<file path="src/rtl/uart_core_cfg.sv">
// uart_core_cfg: runtime-configurable UART transmitter and receiver.
// One shared oversample tick drives both directions. Frame format
// (data length, parity, stop bits) is latched per frame, so a controller
// can reprogram it at any time without corrupting a frame in flight.
module uart_core_cfg #(
    parameter int DLEN_MAX = 9,
    parameter int DIV_W    = 16,
    parameter int OVS      = 16
) (
    input  logic                          clk,
    input  logic                          rstn,
    input  logic [DIV_W-1:0]              i_div,
    input  logic [$clog2(DLEN_MAX+1)-1:0] i_dlen,
    input  logic [1:0]                    i_par,
    input  logic                          i_stop2,
    output logic                          o_tx,
    input  logic                          i_wvalid,
    output logic                          o_wready,
    input  logic [DLEN_MAX-1:0]           i_wdata,
    input  logic                          i_rxs,
    output logic                          o_rvalid,
    input  logic                          i_rready,
    output logic [DLEN_MAX-1:0]           o_rdata,
    output logic                          o_perr,
    output logic                          o_ferr,
    output logic                          o_brk,
    output logic                          o_rovr
);

    localparam int LW = $clog2(DLEN_MAX + 1);
    localparam int TW = $clog2(OVS);
    localparam logic [DLEN_MAX-1:0] ALL_ONES = '1;

    typedef enum logic [2:0] {TX_IDLE, TX_START, TX_DATA, TX_PARITY, TX_STOP} tx_state_t;
    typedef enum logic [2:0] {RX_IDLE, RX_START, RX_DATA, RX_PARITY, RX_STOP, RX_WAIT_HIGH} rx_state_t;

    // Tick generator state
    logic [DIV_W-1:0] tick_cnt;
    logic [DIV_W-1:0] div_cur;
    logic [DIV_W-1:0] div_eff;
    logic             tick;

    // Shared configuration decode
    logic [LW-1:0]       dlen_eff;
    logic [DLEN_MAX-1:0] wdata_masked;

    // TX state
    tx_state_t           tx_state;
    logic [TW-1:0]       tx_tcnt;
    logic [LW-1:0]       tx_bcnt;
    logic [DLEN_MAX-1:0] tx_sh;
    logic [LW-1:0]       tx_dlen;
    logic                tx_par_en;
    logic                tx_pbit;
    logic                tx_stop2;
    logic                tx_second;
    logic                tx_armed;
    logic                tx_last;

    // RX state
    rx_state_t           rx_state;
    logic [TW-1:0]       rx_tcnt;
    logic [LW-1:0]       rx_bcnt;
    logic [DLEN_MAX-1:0] rx_sh;
    logic [LW-1:0]       rx_dlen;
    logic [1:0]          rx_par;
    logic                rx_ones;
    logic                rx_zero;
    logic                rx_perr;
    logic                rx_sample;
    logic                rx_fin;

    assign div_eff      = (i_div == '0) ? DIV_W'(1) : i_div;
    assign tick         = (tick_cnt == div_cur - DIV_W'(1));
    assign dlen_eff     = (i_dlen < LW'(5)) ? LW'(5) :
                          (i_dlen > LW'(DLEN_MAX)) ? LW'(DLEN_MAX) : i_dlen;
    assign wdata_masked = i_wdata & ~(ALL_ONES << dlen_eff);
    assign tx_last      = (tx_tcnt == TW'(OVS - 1));
    assign rx_sample    = tick && ((rx_state == RX_START) ? (rx_tcnt == TW'(OVS/2 - 1))
                                                          : (rx_tcnt == TW'(OVS - 1)));
    assign rx_fin       = (rx_state == RX_STOP) && rx_sample;

    // Free-running tick counter; a new divisor is picked up only at wrap
    always_ff @(posedge clk or negedge rstn) begin
        if (!rstn) begin
            tick_cnt <= '0;
            div_cur  <= DIV_W'(1);
        end else if (tick) begin
            tick_cnt <= '0;
            div_cur  <= div_eff;
        end else begin
            tick_cnt <= tick_cnt + DIV_W'(1);
        end
    end

    // Transmit FSM: format latched on accept, each bit held for OVS ticks
    always_ff @(posedge clk or negedge rstn) begin
        if (!rstn) begin
            tx_state  <= TX_IDLE;
            tx_tcnt   <= '0;
            tx_bcnt   <= '0;
            tx_sh     <= '0;
            tx_dlen   <= LW'(5);
            tx_par_en <= 1'b0;
            tx_pbit   <= 1'b0;
            tx_stop2  <= 1'b0;
            tx_second <= 1'b0;
            tx_armed  <= 1'b0;
            o_tx      <= 1'b1;
            o_wready  <= 1'b0;
        end else begin
            case (tx_state)
                TX_IDLE: begin
                    o_tx     <= 1'b1;
                    o_wready <= 1'b1;
                    if (i_wvalid && o_wready) begin
                        o_wready  <= 1'b0;
                        tx_sh     <= wdata_masked;
                        tx_dlen   <= dlen_eff;
                        tx_par_en <= (i_par == 2'b01) || (i_par == 2'b10);
                        tx_pbit   <= (i_par == 2'b01) ? ~^wdata_masked : ^wdata_masked;
                        tx_stop2  <= i_stop2;
                        tx_armed  <= 1'b0;
                        tx_state  <= TX_START;
                    end
                end
                TX_START: begin
                    if (tick) begin
                        if (!tx_armed) begin
                            tx_armed <= 1'b1;
                            o_tx     <= 1'b0;
                            tx_tcnt  <= '0;
                        end else if (tx_last) begin
                            tx_tcnt  <= '0;
                            o_tx     <= tx_sh[0];
                            tx_sh    <= tx_sh >> 1;
                            tx_bcnt  <= LW'(1);
                            tx_state <= TX_DATA;
                        end else begin
                            tx_tcnt <= tx_tcnt + TW'(1);
                        end
                    end
                end
                TX_DATA: begin
                    if (tick) begin
                        if (tx_last) begin
                            tx_tcnt <= '0;
                            if (tx_bcnt == tx_dlen) begin
                                if (tx_par_en) begin
                                    o_tx     <= tx_pbit;
                                    tx_state <= TX_PARITY;
                                end else begin
                                    o_tx      <= 1'b1;
                                    tx_second <= 1'b0;
                                    tx_state  <= TX_STOP;
                                end
                            end else begin
                                o_tx    <= tx_sh[0];
                                tx_sh   <= tx_sh >> 1;
                                tx_bcnt <= tx_bcnt + LW'(1);
                            end
                        end else begin
                            tx_tcnt <= tx_tcnt + TW'(1);
                        end
                    end
                end
                TX_PARITY: begin
                    if (tick) begin
                        if (tx_last) begin
                            tx_tcnt   <= '0;
                            o_tx      <= 1'b1;
                            tx_second <= 1'b0;
                            tx_state  <= TX_STOP;
                        end else begin
                            tx_tcnt <= tx_tcnt + TW'(1);
                        end
                    end
                end
                TX_STOP: begin
                    if (tick) begin
                        if (tx_last) begin
                            tx_tcnt <= '0;
                            if (tx_stop2 && !tx_second) begin
                                tx_second <= 1'b1;
                            end else begin
                                tx_state <= TX_IDLE;
                                o_wready <= 1'b1;
                            end
                        end else begin
                            tx_tcnt <= tx_tcnt + TW'(1);
                        end
                    end
                end
                default: tx_state <= TX_IDLE;
            endcase
        end
    end

    // Receive FSM: mid-bit sampling, format latched at start-bit detect
    always_ff @(posedge clk or negedge rstn) begin
        if (!rstn) begin
            rx_state <= RX_IDLE;
            rx_tcnt  <= '0;
            rx_bcnt  <= '0;
            rx_sh    <= '0;
            rx_dlen  <= LW'(5);
            rx_par   <= 2'b00;
            rx_ones  <= 1'b0;
            rx_zero  <= 1'b0;
            rx_perr  <= 1'b0;
        end else begin
            if (tick && (rx_state != RX_IDLE) && (rx_state != RX_WAIT_HIGH)) begin
                rx_tcnt <= rx_sample ? '0 : rx_tcnt + TW'(1);
            end
            case (rx_state)
                RX_IDLE: begin
                    if (!i_rxs) begin
                        rx_state <= RX_START;
                        rx_tcnt  <= '0;
                        rx_dlen  <= dlen_eff;
                        rx_par   <= i_par;
                        rx_sh    <= '0;
                        rx_bcnt  <= '0;
                        rx_ones  <= 1'b0;
                        rx_zero  <= 1'b1;
                        rx_perr  <= 1'b0;
                    end
                end
                RX_START: begin
                    if (rx_sample) begin
                        rx_state <= i_rxs ? RX_IDLE : RX_DATA;
                    end
                end
                RX_DATA: begin
                    if (rx_sample) begin
                        rx_sh[rx_bcnt] <= i_rxs;
                        rx_ones        <= rx_ones ^ i_rxs;
                        rx_zero        <= rx_zero & ~i_rxs;
                        rx_bcnt        <= rx_bcnt + LW'(1);
                        if (rx_bcnt == rx_dlen - LW'(1)) begin
                            rx_state <= ((rx_par == 2'b01) || (rx_par == 2'b10)) ? RX_PARITY : RX_STOP;
                        end
                    end
                end
                RX_PARITY: begin
                    if (rx_sample) begin
                        rx_perr  <= (rx_par == 2'b01) ? ~(rx_ones ^ i_rxs) : (rx_ones ^ i_rxs);
                        rx_zero  <= rx_zero & ~i_rxs;
                        rx_state <= RX_STOP;
                    end
                end
                RX_STOP: begin
                    if (rx_sample) begin
                        rx_state <= i_rxs ? RX_IDLE : RX_WAIT_HIGH;
                    end
                end
                RX_WAIT_HIGH: begin
                    if (i_rxs) begin
                        rx_state <= RX_IDLE;
                    end
                end
                default: rx_state <= RX_IDLE;
            endcase
        end
    end

    // Output holding register: a completed frame is dropped if the held word is unread
    always_ff @(posedge clk or negedge rstn) begin
        if (!rstn) begin
            o_rvalid <= 1'b0;
            o_rdata  <= '0;
            o_perr   <= 1'b0;
            o_ferr   <= 1'b0;
            o_brk    <= 1'b0;
            o_rovr   <= 1'b0;
        end else begin
            o_rovr <= 1'b0;
            if (rx_fin) begin
                if (!o_rvalid || i_rready) begin
                    o_rvalid <= 1'b1;
                    o_rdata  <= rx_sh;
                    o_perr   <= rx_perr;
                    o_ferr   <= ~i_rxs;
                    o_brk    <= rx_zero & ~i_rxs;
                end else begin
                    o_rovr <= 1'b1;
                end
            end else if (o_rvalid && i_rready) begin
                o_rvalid <= 1'b0;
            end
        end
    end

endmodule

</file>
<file path="config.mk">
export PLATFORM = sky130hd
export DESIGN_NAME = uart_core_cfg
export DESIGN_NICKNAME = d
export VERILOG_FILES = /design/src/rtl/uart_core_cfg.sv
export SDC_FILE = /design/constraint.sdc
export NUM_CORES = 1
export LEC_CHECK = 0
export ABC_AREA = 0
export CAP_MARGIN = 20
export CELL_PAD_IN_SITES_DETAIL_PLACEMENT = 2
export CELL_PAD_IN_SITES_GLOBAL_PLACEMENT = 2
export CORE_MARGIN = 5
export CORE_UTILIZATION = 35
export CTS_CLUSTER_DIAMETER = 30
export DETAILED_ROUTE_END_ITERATION = 10
export GPL_TIMING_DRIVEN = 0
export PLACE_DENSITY_LB_ADDON = 0.15
export SYNTH_ARGS = -nofsm -noshare
export SYNTH_HDL_FRONTEND = slang
export SYNTH_SLANG_ARGS = --single-unit
</file>
<file path="constraint.sdc">
create_clock -name clk -period 3.52 [get_ports clk]
set_input_delay 0.352 -clock clk [delete_from_list [all_inputs] [get_ports clk]]
set_output_delay 0.352 -clock clk [all_outputs]
set_load 0.02 [all_outputs]
</file>
==> summary.md, run 1 <==
| Metric | Value |
|---|---|
| Gr usage total | 19.0% |
| Worst r2r src | div_cur[1] |
| Sequential element share of the synthesized area | 44.3% |
| Largest net degree at the start of global routing | 69 |
| WP data required | 3.74 ns |
| Hold endpoint | rx_dlen[3] |
| Clk_lat worst skew | 0.36 ns |
| Min Tclk post-route | 3.29 ns |
| Worst setup EP type | flip-flop |
| Final setup skew | 0.00682 ns |
| Crit-path max FO | 10 |
| Routed wire length | 18100 um |
| Pwr Density | 364 mW/mm^2 |
| LEAKAGE | 3.00 nW |
| Largest area contributor in the netlist | dfrtp_1 |
| NumNets Final | 762 |
| Diodes inserted | 0 |
| Vias in the first global route | 5762 |
| Worst R2R End | tick_cnt[14] |
| Worst-Margin Slew | 0.944 ns |
| Via Count | 5111 |
| Hold Crit Class | in2reg |
| # fillers | 1830 |
| Worst R2R Setup Slack | 0.23 ns |
| Hold slack | 0.381 ns |
| Worst VDD drop | 249 uV |
| CTS Root Cell | clkbuf_16 |
| Synth Flop Type | dfrtp_1 |
| CTS Buffer Depth | 2 |
| CP Class | reg2reg |
| Status | finished clean |
| Cell Area, Synth | 0.00600 mm^2 |
| Slew Limit Headroom | 36.5% |
| # rows | 47 |
| ANT nets after route | 0 |
| Slew Viols, Final | 0 |
| HP Start | i_dlen[3] |
| Syn Nets | 693 |
| Synth area leaders | dfrtp_1, nand2_1, xnor2_1 |
| Unique masters post-synth | 70 |
| Core area | 0.0167 mm^2 |
| Commonest non-fill, non-tap cell in the layout | nand2_1 |
| Post-synthesis register bit count | 106 |
| Post-DP HPWL | 13400 um |
| Global route total overflow | 0 |
| CTS tree | built |
| Die area | 0.0199 mm^2 |
| Clock-pin transition on the worst setup and hold timing paths | 0.07 ns |
| MaxCap Viol Count | 0 |
| Die height | 141 um |
| CTS Sinks | 106 |
| Most frequent cells in the layout | nand2_1, dfrtp_1, nor2_1, clkdlybuf4s50_1, o21ai_0 |
| Mapped Avg Cell Area | 9.32 um^2 |
| Die width | 141 um |
| First-iteration detailed-routing DRC count | 154 |
| Total CTS buffers | 9 |
| Endpoints failing hold | 0 |
| Final setup viols | 0 |
| Gp weighted congestion | 0.834 |
| Via/cell ratio | 5.45 |
| Syn. warnings | 0 |
| Async set-or-reset flop fraction in the synthesized netlist | 100% |
| DRC | 0 |
| Routed length per instance | 19.3 um |
| Initial antenna violation count | 0 |
| Reg2reg path depth | 10 |
| Worst EP arrival | 3.52 ns |
| Startpoint types | flip-flop |
| Initial DRT Pass Iterations | 4 |
| Initial core utilization | 35.9% |
| Post-synth EDFFs | 0 |
| H-tree levels | 3 |
| Max Fclk | 304 MHz |
| IO buf count | 50 |
| Fin util | 43.2% |
| Synthesized instance count | 644 |
| WHS Path Cells | 3 |
| Ports | 53 |
| Area share of the largest cell type after synthesis | 41.7% |
| RSZ-0062 raised after global routing | false |
| Final worst-path cycle share | 93.6% |
| Area delta synth->final | 20.2% |
| First-pass GRT wire length | 30600 um |
| Layout cells sized above 1 | 11.0% |
how the worst max path moves through the flow:
stage | start | endpoint | cells after the start
floorplan | div_cur[4] | o_brk | 9
global placement | rstn | rx_dlen[1] | 1
detailed placement | div_cur[5] | tx_tcnt[3] | 9
CTS | div_cur[0] | tick_cnt[14] | 10
global route | div_cur[1] | rx_bcnt[1] | 10
finish | div_cur[1] | tick_cnt[14] | 10
sequential cells by signal, summed over array words and instances (netlist names), 9 cells and up:
| name | cells |
|---|---|
| o_rdata | 9 |
| rx_sh | 9 |
| tx_sh | 9 |
| div_cur | 16 |
| tick_cnt | 16 |
routing by layer:
layer	track usage, %	vias to the layer above	share of wire (%)
met5	0	-	0
met1	23.7	2621	45
met4	5.92	0	1.6
li1	-	2410	-
met3	2.91	17	2.8
met2	33.9	63	51
stage by stage:
| stage | cell area [um^2] | setup TNS, ns | cells | total power [mW] | setup WS, ns |
|---|---|---|---|---|---|
| detailed placement | 6810 | -4.52 | 916 | 1.54 | -0.399 |
| finish | 7210 | 0 | 938 | 2.62 | 0.227 |
| floorplan | 6000 | 0 | 644 | 1.42 | 0.726 |
| global route | 7210 | 0 | 938 | 2.75 | 0.0360 |
| CTS | 7160 | 0 | 934 | 2.67 | 0.0770 |
| global placement | 6780 | -223.91 | 914 | 1.53 | -2.20 |
cells by family after synthesis:
kind of cell | share of synthesized area, %
AND/OR/NAND/NOR | 23.7
AO/OA/AOI/OAI | 13.5
flip-flops | 44.3
XOR/XNOR | 8.32
buffers and inverters | 3.54
multiplexers | 4.17
adder cells (fa/ha/maj) | 2.50
Yosys cell counts (4+ instances only):
cell	number
o221a_2	8
xor2_1	21
dfstp_2	6
nand4_1	12
dfrtp_1	100
o31ai_1	6
o211ai_1	11
nor3_1	16
nor4_1	6
clkbuf_1	18
mux2_2	4
buf_2	8
nand2_1	108
ha_1	12
a31oi_1	6
o21ai_0	39
nor2b_1	12
nand2b_1	13
or4_1	5
a21oi_1	16
mux2i_1	7
nor2_1	49
inv_1	20
xnor2_1	36
nand3_1	24
and3_1	8
mux2_4	9
layout make-up:
cell class	count	area (um^2)	share of cell area, %
multi-input combinational	487	3160	43.9
sequential	106	2660	36.9
timing repair buffer	58	578	8.01
tap	220	275	3.82
clock buffer	10	229	3.17
buffer	31	141	1.96
clock inverter	6	90.1	1.25
inverter	20	75.1	1.04
where the power goes:
part           switching (mW)  total (mW)  internal [mW]
clock network           0.480        1.11          0.627
registers              0.0291        1.29           1.26
logic                   0.120       0.229          0.109
total                   0.629        2.62           2.00
timing repair:
item                                    CTS  global route
endpoints found under the setup margin   30            28
gates resized for setup                   3             6
pin swaps                                 1             1
cloned                                    0             0
buffers inserted                          1             4
hold buffers                              1             0
endpoints found under the hold margin     8             0
critical path, cell delays in order (launching register included):
cell and delay [ns]:
dfrtp_1 0.42, inv_1 0.10, ha_1 0.20, nor3b_4 0.37, a22oi_1 0.16, or3b_1 0.46, nor4_4 0.33, and3_2 0.32
clkbuf_4 0.26, buf_1 0.42, nor2_1 0.13
Note: power is estimated with default switching activity, not from simulation.
==> run 2: changes to the inputs <==
--- a/config.mk
+++ b/config.mk
@@ -6,7 +6,6 @@
 export NUM_CORES = 1
 export LEC_CHECK = 0
 export ABC_AREA = 0
-export CAP_MARGIN = 20
 export CELL_PAD_IN_SITES_DETAIL_PLACEMENT = 2
 export CELL_PAD_IN_SITES_GLOBAL_PLACEMENT = 2
 export CORE_MARGIN = 5
==> run 2 against run 1 <==
Critical path type unchanged. Hold slack lost 0.0058 ns. Design area shrank 0.92%. Sequential share of layout area grew 0.34 points. Via count is essentially flat. Sequential power is essentially flat. Sequential cell count is the same. Non-clock buffer count shrank 5. Combinational power is essentially flat. Power shrank 2.7%. Register-to-register slack lost 0.03 ns. Die area is the same. Clock power shrank 6%.
==> summary.md, run 2 (synthesis results as in run 1) <==
| Metric | Value |
|---|---|
| Status | finished clean |
| Die width | 141 um |
| Fin area | 0.00715 mm^2 |
| Min Tclk post-route | 3.33 ns |
| Hold Crit Class | in2reg |
| NumNets Final | 757 |
| Final setup skew | 0.0109 ns |
| CP Class | reg2reg |
| Psw | 630 uW |
| IO buf count | 50 |
| Gp weighted congestion | 0.834 |
| Startpoint types | flip-flop |
| Area delta synth->final | 19.0% |
| Via Count | 5108 |
| CTS tree | built |
| Setup TNS | 0 ns |
| Top flop regs | div_cur x16, tick_cnt x16 |
| Die area | 0.0199 mm^2 |
| First-pass GRT wire length | 29700 um |
| Ports | 53 |
| Combinational share of power | 8.9% |
| Post-DP HPWL | 13400 um |
| Clock-pin transition on the worst setup and hold timing paths | 0.07 ns |
| H-tree levels | 3 |
| CTS Buffer Depth | 2 |
| Initial core utilization | 35.9% |
| Hold slack | 0.375 ns |
| Final setup viols | 0 |
| Pwr Density | 357 mW/mm^2 |
| Flop pwr share | 50.5% |
| Fin util | 42.8% |
| Max Fclk | 301 MHz |
| Core area | 0.0167 mm^2 |
| Most frequent cells in the layout | nand2_1, dfrtp_1, nor2_1, clkdlybuf4s50_1, o21ai_0 |
| GR Util met3 | 2.84% |
| CTS Root Cell | clkbuf_16 |
| Slew Limit Headroom | 41.4% |
| Routed wire length | 17600 um |
| Initial antenna violation count | 0 |
| Met2 Resource Use GR | 32.7% |
| Met1 usage | 23.7% |
| Area post-placement | 0.00680 mm^2 |
| Commonest non-fill, non-tap cell in the layout | nand2_1 |
| Final worst-path cycle share | 94.5% |
| First-iteration detailed-routing DRC count | 206 |
| Largest net degree at the start of global routing | 69 |
| # fillers | 1834 |
| Worst-Margin Slew | 0.872 ns |
| GRT busiest layer | met2 |
| Diodes inserted | 0 |
| Vias in the first global route | 5631 |
| DRC | 0 |
| Total CTS buffers | 9 |
| Int Power | 1.92 mW |
| Routed length per instance | 18.9 um |
| Endpoints failing hold | 0 |
| Seq. cell area | 0.00266 mm^2 |
| CTS Sinks | 106 |
| Initial DRT Pass Iterations | 4 |
| Via/cell ratio | 5.47 |
| MaxCap Viol Count | 0 |
| Global route total overflow | 0 |
| Switching Fraction | 24.7% |
| Worst VDD drop | 216 uV |
| Clk_lat worst skew | 0.36 ns |
| Multi-input gate area | 0.00316 mm^2 |
| Layout cells sized above 1 | 10.5% |
| Die height | 141 um |
| LEAKAGE | 2.96 nW |
| Slew Viols, Final | 0 |
| ANT nets after route | 0 |
| Part of the power in the clock network | 40.6% |
| WP data required | 3.79 ns |
| Gr usage total | 18.5% |
| Worst setup EP type | flip-flop |
| Crit-path max FO | 10 |
| Worst EP arrival | 3.60 ns |
| # rows | 47 |
-- run 2: metrics by stage --
step	instances	power [mW]	setup slack, ns
floorplan	644	1.42	0.726
global placement	914	1.53	-2.20
detailed placement	915	1.54	-0.363
CTS	932	2.60	0.00764
global route	933	2.67	-0.00476
finish	933	2.55	0.193
-- run 2: path summary, 6_finish.rpt --
path                            depth (start not counted)     endpoint       start  slack, ns
worst max-delay path                                   11     rx_sh[3]  div_cur[0]       0.19
worst min-delay path                                    3   rx_dlen[3]   i_dlen[3]       0.38
worst max register to register                         11     rx_sh[3]  div_cur[0]       0.19
worst min register to register                          2   rx_dlen[3]  rx_dlen[3]       0.50
max in group asynchronous                               3   tx_dlen[2]        rstn       2.21
min in group asynchronous                               2  tick_cnt[5]        rstn       0.51
-- run 2: power groups by stage --
stage	Clock, mW	Combinational (mW)	Sequential (mW)
2_1_floorplan	0	0.113	1.31
3_3_place_gp	0	0.218	1.31
3_5_place_dp	0	0.230	1.31
4_1_cts	1.07	0.233	1.29
5_1_grt	1.13	0.254	1.29
6_report	1.04	0.227	1.29
-- run 2: critical path, stage by stage, from the launching register on --
cell	delay, ns
dfstp_2	0.59
inv_1	0.07
ha_1	0.32
xor2_1	0.17
o211ai_1	0.11
or3_1	0.36
nor4_2	0.44
and3_2	0.34
buf_2	0.30
nand4_1	0.14
buf_4	0.21
o21ai_0	0.18
-- run 2: cell type report --
class                   instances  area share (%)
inverters                      20            1.05
flip-flops and latches        106            37.2
clock inverters                 6           0.928
well taps                     220            3.85
repair buffers                 53            7.60
clock buffers                  10            3.20
plain buffers                  31            1.96
multi-input cells             487            44.2
-- run 2: metal layers --
metal	routed length, um	vias to the layer above	part of all wire (%)
met4	196	0	1.1
met5	0	-	0
met3	468	11	2.7
met2	9000	59	51
met1	7970	2636	45
li1	-	2402	-
-- run 2: repair_timing --
item	4_1_cts	5_1_grt
buffers inserted	0	1
pin swaps	1	0
setup endpoints to repair	36	22
hold buffers	1	0
endpoints found under the hold margin	8	0
resized for setup	3	5
==> run 3: changes to the inputs <==
--- a/config.mk
+++ b/config.mk
@@ -14,6 +14,7 @@
 export DETAILED_ROUTE_END_ITERATION = 10
 export GPL_TIMING_DRIVEN = 0
 export PLACE_DENSITY_LB_ADDON = 0.15
+export SETUP_SLACK_MARGIN = 0.15
 export SYNTH_ARGS = -nofsm -noshare
 export SYNTH_HDL_FRONTEND = slang
 export SYNTH_SLANG_ARGS = --single-unit
==> run 3 against run 2 <==
Die area is the same. Maximum frequency grew 4.1%. Wire length grew 0.90%. Non-clock buffer count grew 2. Sequential power is essentially flat. Utilization grew 0.19 points. Cell count grew 0.21%. Count of clock-buffer cells in the layout is the same.
==> summary.md, run 3 (synthesis results as in run 1) <==
| Metric | Value |
|---|---|
| Status | finished clean |
| DRC | 0 |
| Hold endpoint | rx_dlen[3] |
| Via Count | 5120 |
| Clk_lat worst skew | 0.36 ns |
| Worst-Margin Slew | 0.959 ns |
| Hold Crit Class | in2reg |
| NumNets Final | 759 |
| Gp weighted congestion | 0.834 |
| Slew Limit Headroom | 35.5% |
| RSZ-0062 raised after global routing | true |
| # rows | 47 |
| IO buf count | 50 |
| Layout cells sized above 1 | 10.9% |
| Routed length per instance | 19.0 um |
| Fin util | 43.0% |
| Slowest cell on the critical path | or3b_1 |
| HP Start | i_dlen[3] |
| Final worst-path cycle share | 90.8% |
| CTS tree | built |
| Slowest stage delay, CP | 0.50 ns |
| WHS Path Cells | 3 |
| Fin area | 0.00718 mm^2 |
| Reg2reg path depth | 9 |
| Worst r2r src | div_cur[1] |
| Inst Count DP | 915 |
| Die height | 141 um |
| Initial core utilization | 35.9% |
| CP Class | reg2reg |
| Total CTS buffers | 9 |
| Setup TNS | 0 ns |
| CTS Root Cell | clkbuf_16 |
| Area post-placement | 0.00680 mm^2 |
| Endpoints failing hold | 0 |
| Worst R2R Setup Slack | 0.32 ns |
| Routed wire length | 17800 um |
| Via/cell ratio | 5.48 |
| Global route total overflow | 0 |
| Initial DRT Pass Iterations | 4 |
| Vias in the first global route | 5631 |
| Worst EP arrival | 3.47 ns |
| Most Frequent Cell on Critical Path | or3b_1 |
| CTS Sinks | 106 |
| WP data required | 3.80 ns |
| Max Fclk | 313 MHz |
| Area delta synth->final | 19.6% |
| Final setup skew | 0.0112 ns |
| CTS Buffer Depth | 2 |
| Slew Viols, Final | 0 |
| Pwr Density | 356 mW/mm^2 |
| Final setup viols | 0 |
| Die area | 0.0199 mm^2 |
| Top flop regs | div_cur x16, tick_cnt x16 |
| Core area | 0.0167 mm^2 |
| Worst R2R End | tx_state[1] |
| Diodes inserted | 0 |
| Non-Filler Instances | 935 |
| Largest net degree at the start of global routing | 69 |
| ANT nets after route | 0 |
| First-pass GRT wire length | 29700 um |
| Min Tclk post-route | 3.20 ns |
| Gr usage total | 18.5% |
| Die width | 141 um |
| Startpoint types | flip-flop |
| Commonest non-fill, non-tap cell in the layout | nand2_1 |
| Hold slack | 0.377 ns |
| Worst VDD drop | 218 uV |
| Worst setup EP type | flip-flop |
| # fillers | 1826 |
| Most frequent cells in the layout | nand2_1, dfrtp_1, nor2_1, clkdlybuf4s50_1, o21ai_0 |
| Post-DP HPWL | 13400 um |
| First-iteration detailed-routing DRC count | 200 |
| MaxCap Viol Count | 0 |
| Crit-path max FO | 9 |
| Critical-path cell list | inv_1 > ha_1 > nor3b_4 > a22oi_1 > or3b_1 > nor4_4 > nand3_1 > or3b_1 > a31oi_1 |
| CP Launch Point | div_cur[1] |
| Initial antenna violation count | 0 |
| H-tree levels | 3 |
| Clock-pin transition on the worst setup and hold timing paths | 0.07 ns |
| Ports | 53 |
| LEAKAGE | 2.99 nW |
run 3: critical path: cells and delay by family (launching register included):
family          cells  cell delay (ns)
fa+ha+maj           1             0.20
flops               1             0.42
compound gates      2             0.31
buf+inv             1             0.10
simple gates        5             2.08
run 3: cell type report:
type	count	area [um^2]	area share (%)
multi-input cells	487	3170	44.2
flip-flops and latches	106	2660	37.1
repair buffers	55	558	7.77
well taps	220	275	3.83
clock buffers	10	229	3.19
plain buffers	31	143	1.99
inverters	20	75.1	1.05
clock inverters	6	66.3	0.924
run 3: report_power, final:
part           total (mW)  switching, mW  internal (mW)
Combinational       0.227          0.119          0.109
Sequential           1.29         0.0298           1.26
Clock                1.04          0.484          0.555
Total                2.56          0.632           1.92
run 3: per-stage QoR:
step	worst slack (ns)	power, mW
after global routing	0.136	2.67
after CTS	0.166	2.60
final	0.325	2.56
after detailed placement	-0.363	1.54
after floorplan	0.726	1.42
after global placement	-2.20	1.53
run 3: worst max-delay path by stage:
stage / endpoint / depth (start not counted)
2_1_floorplan: o_brk / 9
3_3_place_gp: rx_dlen[1] / 1
3_5_place_dp: tx_tcnt[3] / 9
4_1_cts: rx_bcnt[1] / 10
5_1_grt: tx_tcnt[3] / 9
6_report: tx_state[1] / 9
run 3: per-layer routing:
layer  up-vias  wire length [um]  global-route usage [%]
met3        10               490                    2.84
met5         -                 0                       0
met4         0               199                    4.95
met1      2634              8070                    23.7
li1       2405                 -                       -
met2        71              9030                    32.7
run 3: timing repair:
item / in CTS / in global routing
setup buffers: 1 / 2
hold buffers: 1 / 0
setup endpoints to repair: 67 / 37
hold endpoints to repair: 8 / 0
resized for setup: 6 / 4
pin swaps: 1 / 2
